## config.mk

```make
export PLATFORM = sky130hd
export DESIGN_NAME = accum_ctrl_flat
export DESIGN_NICKNAME = d
export VERILOG_FILES = /design/src/rtl/accum_ctrl_pkg.sv /design/src/rtl/accum_ctrl_if.sv /design/src/rtl/accum_ctrl_tile_counter.sv /design/src/rtl/accum_ctrl.sv /design/src/flat_wrapper.sv
export SDC_FILE = /design/constraint.sdc
export NUM_CORES = 1
export LEC_CHECK = 0
export ABC_CLOCK_PERIOD_IN_PS = 5400
export BUFFER_PORTS_ARGS = -buffer_cell sky130_fd_sc_hd__buf_2
export CAP_MARGIN = 5
export CORE_ASPECT_RATIO = 1.5
export CORE_MARGIN = 4
export CORE_UTILIZATION = 45
export CTS_CLUSTER_DIAMETER = 60
export DETAILED_ROUTE_END_ITERATION = 10
export HOLD_SLACK_MARGIN = 0.1
export MAX_ROUTING_LAYER = met4
export PLACE_DENSITY = 0.63
export RECOVER_POWER = 25
export SKIP_CTS_REPAIR_TIMING = 1
export SLEW_MARGIN = 0
export SYNTH_ARGS = -nofsm -noshare
export SYNTH_HDL_FRONTEND = slang
export SYNTH_SLANG_ARGS = --single-unit
```

## constraint.sdc

```tcl
create_clock -name clk -period 5.4 [get_ports clk]
set_input_delay 1.08 -clock clk [delete_from_list [all_inputs] [get_ports clk]]
set_output_delay 1.08 -clock clk [all_outputs]
set_load 0.1 [all_outputs]
```

## src/rtl/accum_ctrl_pkg.sv

```systemverilog
// rtl/accum_ctrl_pkg.sv - shared sizes, state encoding and config helpers for accum_ctrl
package accum_ctrl_pkg;

  localparam int NGRP           = 4;
  localparam int MAX_ROWS       = 16;
  localparam int MAX_KTILES     = 256;
  localparam int SUPER_SYS_COLS = 4 * NGRP;
  localparam int RW             = $clog2(MAX_ROWS + 1);
  localparam int KW             = $clog2(MAX_KTILES + 1);
  localparam int CW             = 5;

  typedef logic [NGRP-1:0] grp_mask_t;
  typedef logic [RW-1:0]   row_t;
  typedef logic [KW-1:0]   ktile_t;
  typedef logic [CW-1:0]   ncol_t;

  typedef enum logic [1:0] {IDLE, ACCUM, DRAIN, FIN} acc_state_e;

  function automatic row_t clamp_rows(input row_t v);
    return (v > row_t'(MAX_ROWS)) ? row_t'(MAX_ROWS) : v;
  endfunction

  function automatic ktile_t clamp_ktiles(input ktile_t v);
    return (v > ktile_t'(MAX_KTILES)) ? ktile_t'(MAX_KTILES) : v;
  endfunction

  function automatic ncol_t clamp_ncols(input ncol_t v);
    return (v > ncol_t'(SUPER_SYS_COLS)) ? ncol_t'(SUPER_SYS_COLS) : v;
  endfunction

  // Group g owns columns 4g..4g+3; it is live if any of those columns is active.
  function automatic grp_mask_t grp_mask(input ncol_t ncols);
    grp_mask_t m;
    for (int g = 0; g < NGRP; g++) begin
      m[g] = (ncols > ncol_t'(4 * g));
    end
    return m;
  endfunction

endpackage

```

## src/rtl/accum_ctrl_if.sv

```systemverilog
// rtl/accum_ctrl_if.sv - control/strobe bundle between GEMM FSM, accumulator and accum_ctrl
interface accum_ctrl_if;
  import accum_ctrl_pkg::*;

  logic      start;
  row_t      cfg_rows;
  ktile_t    cfg_ktiles;
  ncol_t     cfg_ncols;
  logic      sa_valid;
  grp_mask_t empty;
  logic      drain_ready;

  grp_mask_t true_valid;
  grp_mask_t overwrite;
  grp_mask_t store;
  grp_mask_t rd_en;
  logic      drain_valid;
  logic      busy;
  logic      done;

  modport master (
    output start, cfg_rows, cfg_ktiles, cfg_ncols, sa_valid, empty, drain_ready,
    input  true_valid, overwrite, store, rd_en, drain_valid, busy, done
  );

  modport slave (
    input  start, cfg_rows, cfg_ktiles, cfg_ncols, sa_valid, empty, drain_ready,
    output true_valid, overwrite, store, rd_en, drain_valid, busy, done
  );

endinterface

```

## src/rtl/accum_ctrl_tile_counter.sv

```systemverilog
// rtl/accum_ctrl_tile_counter.sv - nested row/K counter with wrap and first/last flags
module tile_counter #(
  parameter int ROW_W = 5,
  parameter int K_W   = 9
) (
  input  logic             clk,
  input  logic             rst,
  input  logic             clr_i,
  input  logic             inc_i,
  input  logic [ROW_W-1:0] row_lim_i,
  input  logic [K_W-1:0]   k_lim_i,
  output logic             row_last_o,
  output logic             k_first_o,
  output logic             k_last_o
);

  logic [ROW_W-1:0] row_q, row_d;
  logic [K_W-1:0]   k_q, k_d;

  assign row_last_o = (row_q == row_lim_i - ROW_W'(1));
  assign k_first_o  = (k_q == '0);
  assign k_last_o   = (k_q == k_lim_i - K_W'(1));

  // The K count saturates at its last tile so it can never run past the bound.
  always_comb begin
    row_d = row_q;
    k_d   = k_q;
    if (clr_i) begin
      row_d = '0;
      k_d   = '0;
    end else if (inc_i) begin
      if (row_last_o) begin
        row_d = '0;
        if (!k_last_o) begin
          k_d = k_q + K_W'(1);
        end
      end else begin
        row_d = row_q + ROW_W'(1);
      end
    end
  end

  always_ff @(posedge clk) begin
    if (rst) begin
      row_q <= '0;
      k_q   <= '0;
    end else begin
      row_q <= row_d;
      k_q   <= k_d;
    end
  end

endmodule

```

## src/rtl/accum_ctrl.sv

```systemverilog
// rtl/accum_ctrl.sv - sequences accumulator strobes across K tiles and drains committed rows
module accum_ctrl
  import accum_ctrl_pkg::*;
(
  input logic         clk,
  input logic         rst,
  accum_ctrl_if.slave ctl
);

  acc_state_e state_q, state_d;
  row_t       rows_q;
  ktile_t     ktiles_q;
  grp_mask_t  act_q;
  logic       drain_valid_q;

  logic       start_ok, cfg_zero, drain_go;
  logic       acc_inc, row_last, k_first, k_last;
  logic       drn_inc, drn_last;
  logic [1:0] drn_k_unused;

  assign start_ok = (state_q == IDLE) && ctl.start;
  assign cfg_zero = (ctl.cfg_rows == '0) || (ctl.cfg_ktiles == '0) || (ctl.cfg_ncols == '0);
  assign drain_go = ctl.drain_ready && ((ctl.empty & act_q) == '0);
  assign acc_inc  = (state_q == ACCUM) && ctl.sa_valid;
  assign drn_inc  = (state_q == DRAIN) && drain_go;

  tile_counter #(.ROW_W(RW), .K_W(KW)) u_acc_cnt (
    .clk        (clk),
    .rst        (rst),
    .clr_i      (state_q == IDLE),
    .inc_i      (acc_inc),
    .row_lim_i  (rows_q),
    .k_lim_i    (ktiles_q),
    .row_last_o (row_last),
    .k_first_o  (k_first),
    .k_last_o   (k_last)
  );

  // Single-tile instance: only the row count matters, it counts issued reads.
  tile_counter #(.ROW_W(RW), .K_W(1)) u_drn_cnt (
    .clk        (clk),
    .rst        (rst),
    .clr_i      (state_q == IDLE),
    .inc_i      (drn_inc),
    .row_lim_i  (rows_q),
    .k_lim_i    (1'b1),
    .row_last_o (drn_last),
    .k_first_o  (drn_k_unused[0]),
    .k_last_o   (drn_k_unused[1])
  );

  always_comb begin
    state_d        = state_q;
    ctl.true_valid = '0;
    ctl.overwrite  = '0;
    ctl.store      = '0;
    ctl.rd_en      = '0;
    unique case (state_q)
      IDLE: begin
        if (ctl.start) begin
          state_d = cfg_zero ? FIN : ACCUM;
        end
      end
      ACCUM: begin
        if (ctl.sa_valid) begin
          ctl.true_valid = act_q;
          if (k_first) ctl.overwrite = act_q;
          if (k_last)  ctl.store     = act_q;
          if (row_last && k_last) state_d = DRAIN;
        end
      end
      DRAIN: begin
        if (drain_go) begin
          ctl.rd_en = act_q;
          if (drn_last) state_d = FIN;
        end
      end
      FIN:     state_d = IDLE;
      default: state_d = IDLE;
    endcase
  end

  assign ctl.busy        = (state_q == ACCUM) || (state_q == DRAIN);
  assign ctl.done        = (state_q == FIN);
  assign ctl.drain_valid = drain_valid_q;

  always_ff @(posedge clk) begin
    if (rst) begin
      state_q       <= IDLE;
      rows_q        <= '0;
      ktiles_q      <= '0;
      act_q         <= '0;
      drain_valid_q <= 1'b0;
    end else begin
      state_q       <= state_d;
      drain_valid_q <= |ctl.rd_en;
      if (start_ok) begin
        rows_q   <= clamp_rows(ctl.cfg_rows);
        ktiles_q <= clamp_ktiles(ctl.cfg_ktiles);
        act_q    <= grp_mask(clamp_ncols(ctl.cfg_ncols));
      end
    end
  end

endmodule

```

## src/flat_wrapper.sv

```systemverilog
// flat-port wrapper written by rule: the top's interface ports become plain ports
module accum_ctrl_flat import accum_ctrl_pkg::*;
  (clk, rst, ctl_start, ctl_cfg_rows, ctl_cfg_ktiles, ctl_cfg_ncols, ctl_sa_valid, ctl_empty, ctl_drain_ready, ctl_true_valid, ctl_overwrite, ctl_store, ctl_rd_en, ctl_drain_valid, ctl_busy, ctl_done);
  accum_ctrl_if ctl_i ();
  input logic clk;
  input logic rst;
  input wire logic [$bits(ctl_i.start)-1:0] ctl_start;
  input wire logic [$bits(ctl_i.cfg_rows)-1:0] ctl_cfg_rows;
  input wire logic [$bits(ctl_i.cfg_ktiles)-1:0] ctl_cfg_ktiles;
  input wire logic [$bits(ctl_i.cfg_ncols)-1:0] ctl_cfg_ncols;
  input wire logic [$bits(ctl_i.sa_valid)-1:0] ctl_sa_valid;
  input wire logic [$bits(ctl_i.empty)-1:0] ctl_empty;
  input wire logic [$bits(ctl_i.drain_ready)-1:0] ctl_drain_ready;
  output wire logic [$bits(ctl_i.true_valid)-1:0] ctl_true_valid;
  output wire logic [$bits(ctl_i.overwrite)-1:0] ctl_overwrite;
  output wire logic [$bits(ctl_i.store)-1:0] ctl_store;
  output wire logic [$bits(ctl_i.rd_en)-1:0] ctl_rd_en;
  output wire logic [$bits(ctl_i.drain_valid)-1:0] ctl_drain_valid;
  output wire logic [$bits(ctl_i.busy)-1:0] ctl_busy;
  output wire logic [$bits(ctl_i.done)-1:0] ctl_done;
  assign ctl_i.start = ctl_start;
  assign ctl_i.cfg_rows = ctl_cfg_rows;
  assign ctl_i.cfg_ktiles = ctl_cfg_ktiles;
  assign ctl_i.cfg_ncols = ctl_cfg_ncols;
  assign ctl_i.sa_valid = ctl_sa_valid;
  assign ctl_i.empty = ctl_empty;
  assign ctl_i.drain_ready = ctl_drain_ready;
  assign ctl_true_valid = ctl_i.true_valid;
  assign ctl_overwrite = ctl_i.overwrite;
  assign ctl_store = ctl_i.store;
  assign ctl_rd_en = ctl_i.rd_en;
  assign ctl_drain_valid = ctl_i.drain_valid;
  assign ctl_busy = ctl_i.busy;
  assign ctl_done = ctl_i.done;
  accum_ctrl u_core (.clk(clk), .rst(rst), .ctl(ctl_i));
endmodule
```

==> metrics.md, run 1 <==
| Metric | Value |
|---|---|
| Outcome | `finished clean` |
| Worst hold path class | `reg -> reg` |
| Mean area per synthesized cell | `8.04 µm²` |
| Top FF cell, synth | `dfxtp_1` |
| Critical path peak fanout | `18` |
| Clk sinks | `40` |
| Worst Path Required | `4.32 ns` |
| Worst endpoint data arrival time | `2.90 ns` |
| Leakage dissipation | `1.30 nW` |
| Fin cells | `442` |
| Final max-slew violation count | `0` |
| Post-synthesis net count | `374` |
| Placed insts | `435` |
| Final Critical Period | `3.98 ns` |
| Synth unique cells | `57` |
| Hold endpoint | `u_core.ktiles_q[8]` |
| Clk pwr share | `18.5%` |
| Die height | `103 µm` |
| Startpoint Class | `register` |
| Reg2reg path depth | `8` |
| Core Area | `5830 µm²` |
| CTS root buf | `clkbuf_8` |
| Period utilisation layout | `73.8%` |
| Max Root-Sink Buffers | `2` |
| Hpwl dp | `5000 µm` |
| Max_cap viols | `0` |
| Switching share of power | `46.0%` |
| Vias | `2449` |
| DR vias/cell | `5.54` |
| Top post-synthesis cells by count | `nand2_1 (44), dfxtp_1 (40), nor2_1 (33)` |
| Residual DRC count | `0` |
| First-pass GRT wire length | `10900 µm` |
| Routed len/inst | `14.8 µm` |
| Cell Area, Synth | `2700 µm²` |
| Post-Synthesis Cells | `336` |
| Actual slew at the worst max-slew pin | `0.862 ns` |
| Top cell type's share of synthesized area | `29.6%` |
| CTS Buf Count | `5` |
| Pwr dens | `346 nW/µm²` |
| Slowest CP cell | `buf_2` |
| Clock Skew | `0.00655 ns` |
| RR Startpoint | `u_core.rows_q[0]` |
| R2r endpoint | `u_core.state_q[0]` |
| WHS Path Cells | `2` |
| Internal power | `0.562 mW` |
| Total Power | `1.04 mW` |
| Drt total wl | `6530 µm` |
| Worst reg2reg setup slack | `2.80 ns` |
| Max Clk Rate | `251 MHz` |
| Die X | `71.3 µm` |
| Headroom to the max-slew limit | `42.5%` |
| Post-synth EDFFs | `0` |
| FFs w/ async S/R, synth | `0%` |
| Final hold slack | `0.476 ns` |
| Delay-heaviest family, CP | `compound AO/OA/AOI/OAI gates` |
| Max IR drop VDD | `0.000232 V` |
| Seq/Total Area, Yosys | `29.6%` |
| CP Capture Type | `output pin` |
| Clock Pin Slew Worst Setup and Hold Paths | `0.08 ns` |
| Overflow left after global routing | `0` |
| Comb pwr share | `46.1%` |
| HP Start | `u_core.ktiles_q[8]` |
| CP Class | `reg -> out` |
| Initial antenna violation count | `0` |
| Most numerous cell in the Yosys netlist | `nand2_1` |
| Critical path cell sequence | `inv_1 > ha_1 > nor4b_4 > a31oi_1 > a221oi_2 > o211ai_2 > nor2_1 > buf_2` |
| Net switching power | `0.478 mW` |
| Ranking of synthesized cells by area | `dfxtp_1 (30%), nand2_1 (6.1%), xnor2_1 (5.2%), xor2_1 (4.9%), ha_1 (4.6%)` |
| Largest stage delay, worst path | `0.44 ns` |
| Share of layout cells above drive strength 1 | `17.0%` |
| Fin. Hold Viols | `0` |
| ANT cells | `0` |
| Port bufs | `46` |
| H-tree depth reported by CTS | `2` |
| Yosys reg bits | `40` |
| Fillers | `579` |
| Largest net degree at the start of global routing | `34` |
| Setup TNS | `0 ns` |
| DRT Pass-1 Iters | `4` |
| Worst-Skew Late Latency | `0.29 ns` |
| Synth warn | `0` |
| Area Overhead vs Synth | `11.4%` |
| Initial DRC Count | `172` |
| Buffers & Inverters on Critical Path | `2` |
| Final Core Density | `51.6%` |
| Final setup fails | `0` |
| RePlAce Congestion | `0.831` |
| Initial core utilization | `46.4%` |
| Final ANT Viol Nets | `0` |
| Dominant cell type by area after synthesis | `dfxtp_1` |
| RSZ-0062 raised after global routing | `false` |
| Nets | `408` |
| Vias in the first global route | `2348` |
| Top-Level Pins | `47` |
| Flop pwr share | `35.4%` |
| GR Util All Layers | `19.1%` |
| Die area | `7330 µm²` |
| # rows | `34` |
| CTS tree | `yes` |
-- registers in the layout (all words and copies together), names as in the netlist --
register	flops
u_core.u_acc_cnt.row_q	5
u_core.ctl.drain_valid	1
u_core.u_acc_cnt.k_q	9
u_core.act_q	4
u_core.u_drn_cnt.row_q	5
u_core.rows_q	5
u_core.ktiles_q	9
u_core.state_q	2
-- area by class of cell --
class | count | area (µm²) | area share [%]
repair buffers | 47 | 238 | 7.90
well taps | 72 | 90.1 | 2.99
multi-input cells | 255 | 1720 | 57.3
inverters | 21 | 78.8 | 2.62
flip-flops and latches | 40 | 801 | 26.6
clock buffers | 6 | 72.6 | 2.41
clock inverters | 1 | 5.00 | 0.166
-- kinds of logic after synthesis --
kind of cell | synth area share, %
AND/OR/NAND/NOR | 31.0
AO/OA/AOI/OAI | 15.1
buffers and inverters | 6.53
flip-flops | 29.6
XOR/XNOR | 10.9
adder cells (fa/ha/maj) | 4.63
multiplexers | 2.27
-- worst min-delay path: stages, from the launching register on --
cell	delay, ns
dfxtp_1	0.32
nand2_1	0.05
a21oi_1	0.05
-- power groups by stage --
| stage | clock, mW | sequential, mW | combinational (mW) |
|---|---|---|---|
| floorplan | 0 | 0.358 | 0.405 |
| global placement | 0 | 0.374 | 0.478 |
| detailed placement | 0 | 0.375 | 0.482 |
| CTS | 0.196 | 0.369 | 0.484 |
| global route | 0.206 | 0.374 | 0.527 |
| finish | 0.193 | 0.368 | 0.479 |
-- per-layer routing --
layer	GRT usage, %	wire, µm	vias to the layer above
li1	-	-	1255
met1	21.3	2740	1138
met2	34.1	3430	44
met3	2.44	210	12
met4	7.96	148	0
met5	-	0	-
-- how the worst max path moves through the flow --
stage / startpoint / endpoint / slack [ns] / cells after the start
2_1_floorplan: u_core.ktiles_q[0] / ctl_store[0] / 1.13 / 9
3_3_place_gp: u_core.ktiles_q[0] / ctl_store[3] / 1.80 / 8
3_5_place_dp: u_core.ktiles_q[0] / ctl_store[0] / 1.72 / 8
4_1_cts: u_core.ktiles_q[0] / ctl_store[0] / 1.40 / 8
5_1_grt: u_core.ktiles_q[0] / ctl_store[0] / 1.14 / 8
6_report: u_core.ktiles_q[0] / ctl_store[0] / 1.42 / 8
-- stage by stage --
step           setup slack [ns]  area [µm²]
6_report                   1.42        3010
5_1_grt                    1.14        3010
4_1_cts                    1.40        3010
3_5_place_dp               1.72        2930
2_1_floorplan              1.13        2700
3_3_place_gp               1.80        2930
-- layout by cell type (no fill, tap or decap), types with 2 or more instances in the layout --
cell type   n
o31a_1      2
a211oi_1    4
o21a_1      2
nand4_1     7
a31o_1      2
or3_1       6
nor4_1      8
nor2_1     33
ha_1       10
nand2b_1    3
o211ai_1    2
a31oi_1     3
nor3_1     10
clkbuf_8    5
inv_1      21
and2_1      2
buf_2      46
nand3_1     4
nand3b_1   13
o221ai_1    2
or4_1       5
xor2_1     15
nand2_1    44
a41o_1      4
and3_1      8
o2111ai_1   2
dfxtp_1    40
mux2i_1     5
xnor2_1    16
a211o_1     2
a21oi_1    17
No activity file was read; power rests on OpenSTA's default activity.
==> run 2: changes to the inputs <==
--- a/config.mk
+++ b/config.mk
@@ -5,7 +5,7 @@
 export SDC_FILE = /design/constraint.sdc
 export NUM_CORES = 1
 export LEC_CHECK = 0
-export ABC_CLOCK_PERIOD_IN_PS = 5400
+export ABC_CLOCK_PERIOD_IN_PS = 3200
 export BUFFER_PORTS_ARGS = -buffer_cell sky130_fd_sc_hd__buf_2
 export CAP_MARGIN = 5
 export CORE_ASPECT_RATIO = 1.5
@@ -15,7 +15,7 @@
 export DETAILED_ROUTE_END_ITERATION = 10
 export HOLD_SLACK_MARGIN = 0.1
 export MAX_ROUTING_LAYER = met4
-export PLACE_DENSITY = 0.63
+export PLACE_DENSITY = 0.66
 export RECOVER_POWER = 25
 export SKIP_CTS_REPAIR_TIMING = 1
 export SLEW_MARGIN = 0
==> constraint.sdc (replaced) <==
create_clock -name clk -period 3.2 [get_ports clk]
set_input_delay 0.64 -clock clk [delete_from_list [all_inputs] [get_ports clk]]
set_output_delay 0.64 -clock clk [all_outputs]
set_load 0.1 [all_outputs]
==> metrics.md, run 2 (synthesized netlist as in run 1, its figures left out) <==
| Metric | Value |
|---|---|
| Initial DRC Count | `127` |
| Nets | `412` |
| Clk sinks | `40` |
| H-tree depth reported by CTS | `2` |
| Worst endpoint data arrival time | `2.44 ns` |
| Clock Skew | `0.00884 ns` |
| Fin cells | `447` |
| RePlAce Congestion | `0.891` |
| Flop pwr share | `33.3%` |
| Outcome | `finished clean` |
| DR vias/cell | `5.58` |
| Share of layout cells above drive strength 1 | `19.5%` |
| Routed len/inst | `14.8 µm` |
| Total Power | `1.86 mW` |
| Hpwl dp | `5040 µm` |
| ANT cells | `0` |
| Final hold slack | `0.480 ns` |
| CP Launch Point | `u_core.ktiles_q[0]` |
| Fin. Hold Viols | `0` |
| Initial core utilization | `46.4%` |
| Slowest CP cell | `dfxtp_2` |
| Net switching power | `0.813 mW` |
| Worst-Skew Late Latency | `0.29 ns` |
| Vias in the first global route | `2316` |
| Sequential Area | `803 µm²` |
| Final setup fails | `0` |
| RR Startpoint | `u_core.ktiles_q[0]` |
| Actual slew at the worst max-slew pin | `1.17 ns` |
| Comb pwr share | `44.8%` |
| Placed insts | `437` |
| R2r endpoint | `u_core.state_q[1]` |
| Vias | `2494` |
| Internal power | `1.04 mW` |
| Largest regs | `u_core.ktiles_q x9, u_core.u_acc_cnt.k_q x9` |
| Residual DRC count | `0` |
| CP Capture Type | `output pin` |
| DRT Pass-1 Iters | `4` |
| Startpoint Class | `register` |
| CP Class | `reg -> out` |
| Multi-input logic area | `1750 µm²` |
| Drt total wl | `6600 µm` |
| Largest stage delay, worst path | `0.36 ns` |
| Overflow left after global routing | `0` |
| Clock Pin Slew Worst Setup and Hold Paths | `0.08 ns` |
| Max Clk Rate | `325 MHz` |
| Headroom to the max-slew limit | `22.1%` |
| Die area | `7330 µm²` |
| Critical path cell sequence | `inv_1 > ha_2 > nor4b_4 > buf_4 > xnor2_1 > a41o_1 > o211ai_4 > nor2_2 > buf_12` |
| CTS root buf | `clkbuf_8` |
| Final ANT Viol Nets | `0` |
| WHS Path Cells | `2` |
| Pwr dens | `588 nW/µm²` |
| Final max-slew violation count | `0` |
| Worst reg2reg setup slack | `0.55 ns` |
| Worst Path Required | `2.56 ns` |
| # rows | `34` |
| Period utilisation layout | `96.2%` |
| CTS Buf Count | `5` |
| Critical path peak fanout | `8` |
| Worst hold path class | `reg -> reg` |
| HP Start | `u_core.ktiles_q[8]` |
| Switching share of power | `43.8%` |
| Die height | `103 µm` |
| Max_cap viols | `0` |
| GR Util All Layers | `19.2%` |
| Max IR drop VDD | `0.000376 V` |
| Hold endpoint | `u_core.ktiles_q[8]` |
| Largest net degree at the start of global routing | `34` |
| Most frequent cells in the layout | `nand2_1 (44), buf_2 (40), dfxtp_1 (38)` |
| Reg2reg path depth | `9` |
| Leakage dissipation | `1.32 nW` |
| Die X | `71.3 µm` |
| Top-Level Pins | `47` |
| Clk pwr share | `21.9%` |
| Final Critical Period | `3.08 ns` |
| CTS tree | `yes` |
| Most common cell after layout, fill and taps aside | `nand2_1` |
| Core Area | `5830 µm²` |
| First-pass GRT wire length | `10800 µm` |
| Max Root-Sink Buffers | `2` |
| Port bufs | `46` |
| Fillers | `542` |
| Initial antenna violation count | `0` |
| Area Overhead vs Synth | `16.9%` |
[run 2: changes by cell type in the layout (fill, tap and decap cells not counted), sizes merged]
cell    delta
clkbuf     +2
buf        +2
bufinv     +1
[run 2: metrics by stage]
step | setup slack, ns | instance area [µm²] | TNS, ns | utilization [%]
after floorplan | -0.174 | 2710 | -0.698 | -
after global placement | 0.352 | 3020 | 0 | 51.8
after detailed placement | 0.276 | 3020 | 0 | 51.8
after CTS | -0.0437 | 3120 | -0.128 | 53.6
after global routing | -0.0166 | 3160 | -0.0216 | 54.2
final | 0.123 | 3160 | 0 | 54.2
[run 2: final cells by class]
cell class                      instances  area share, %
Multi-Input combinational cell        255           55.5
Sequential cell                        40           25.4
Timing Repair Buffer                   51           10.3
Tap cell                               72           2.85
Inverter                               21           2.50
Clock buffer                            6           2.30
Clock inverter                          2           1.11
[run 2: per-layer routing]
metal / routed length [µm] / GRT usage (%)
met1: 2680 / 21.2
met2: 3480 / 34.4
met3: 248 / 2.54
met4: 198 / 8.25
met5: 0 / -
[run 2: worst max-delay path by stage]
stage | end | cells after the start
3_3_place_gp | ctl_store[3] | 8
4_1_cts | ctl_store[3] | 8
3_5_place_dp | ctl_store[3] | 8
6_report | ctl_store[3] | 9
5_1_grt | ctl_store[3] | 9
2_1_floorplan | ctl_store[0] | 9
[run 2: worst max-delay path, delay by kind of cell, from the launching register on]
| kind | cells | cell delay [ns] |
|---|---|---|
| xor gates and xnor gates | 1 | 0.05 |
| buffers and inverters | 3 | 0.43 |
| adders and majority gates | 1 | 0.21 |
| AOI/OAI and AO/OA | 2 | 0.62 |
| and+or+nand+nor | 2 | 0.46 |
| DFF | 1 | 0.36 |
[run 2: power groups by stage]
stage	registers [mW]	logic (mW)	clock network, mW
after floorplan	0.604	0.683	0
after global placement	0.628	0.803	0
after detailed placement	0.630	0.812	0
after CTS	0.618	0.814	0.414
after global routing	0.628	0.912	0.435
final	0.617	0.832	0.407
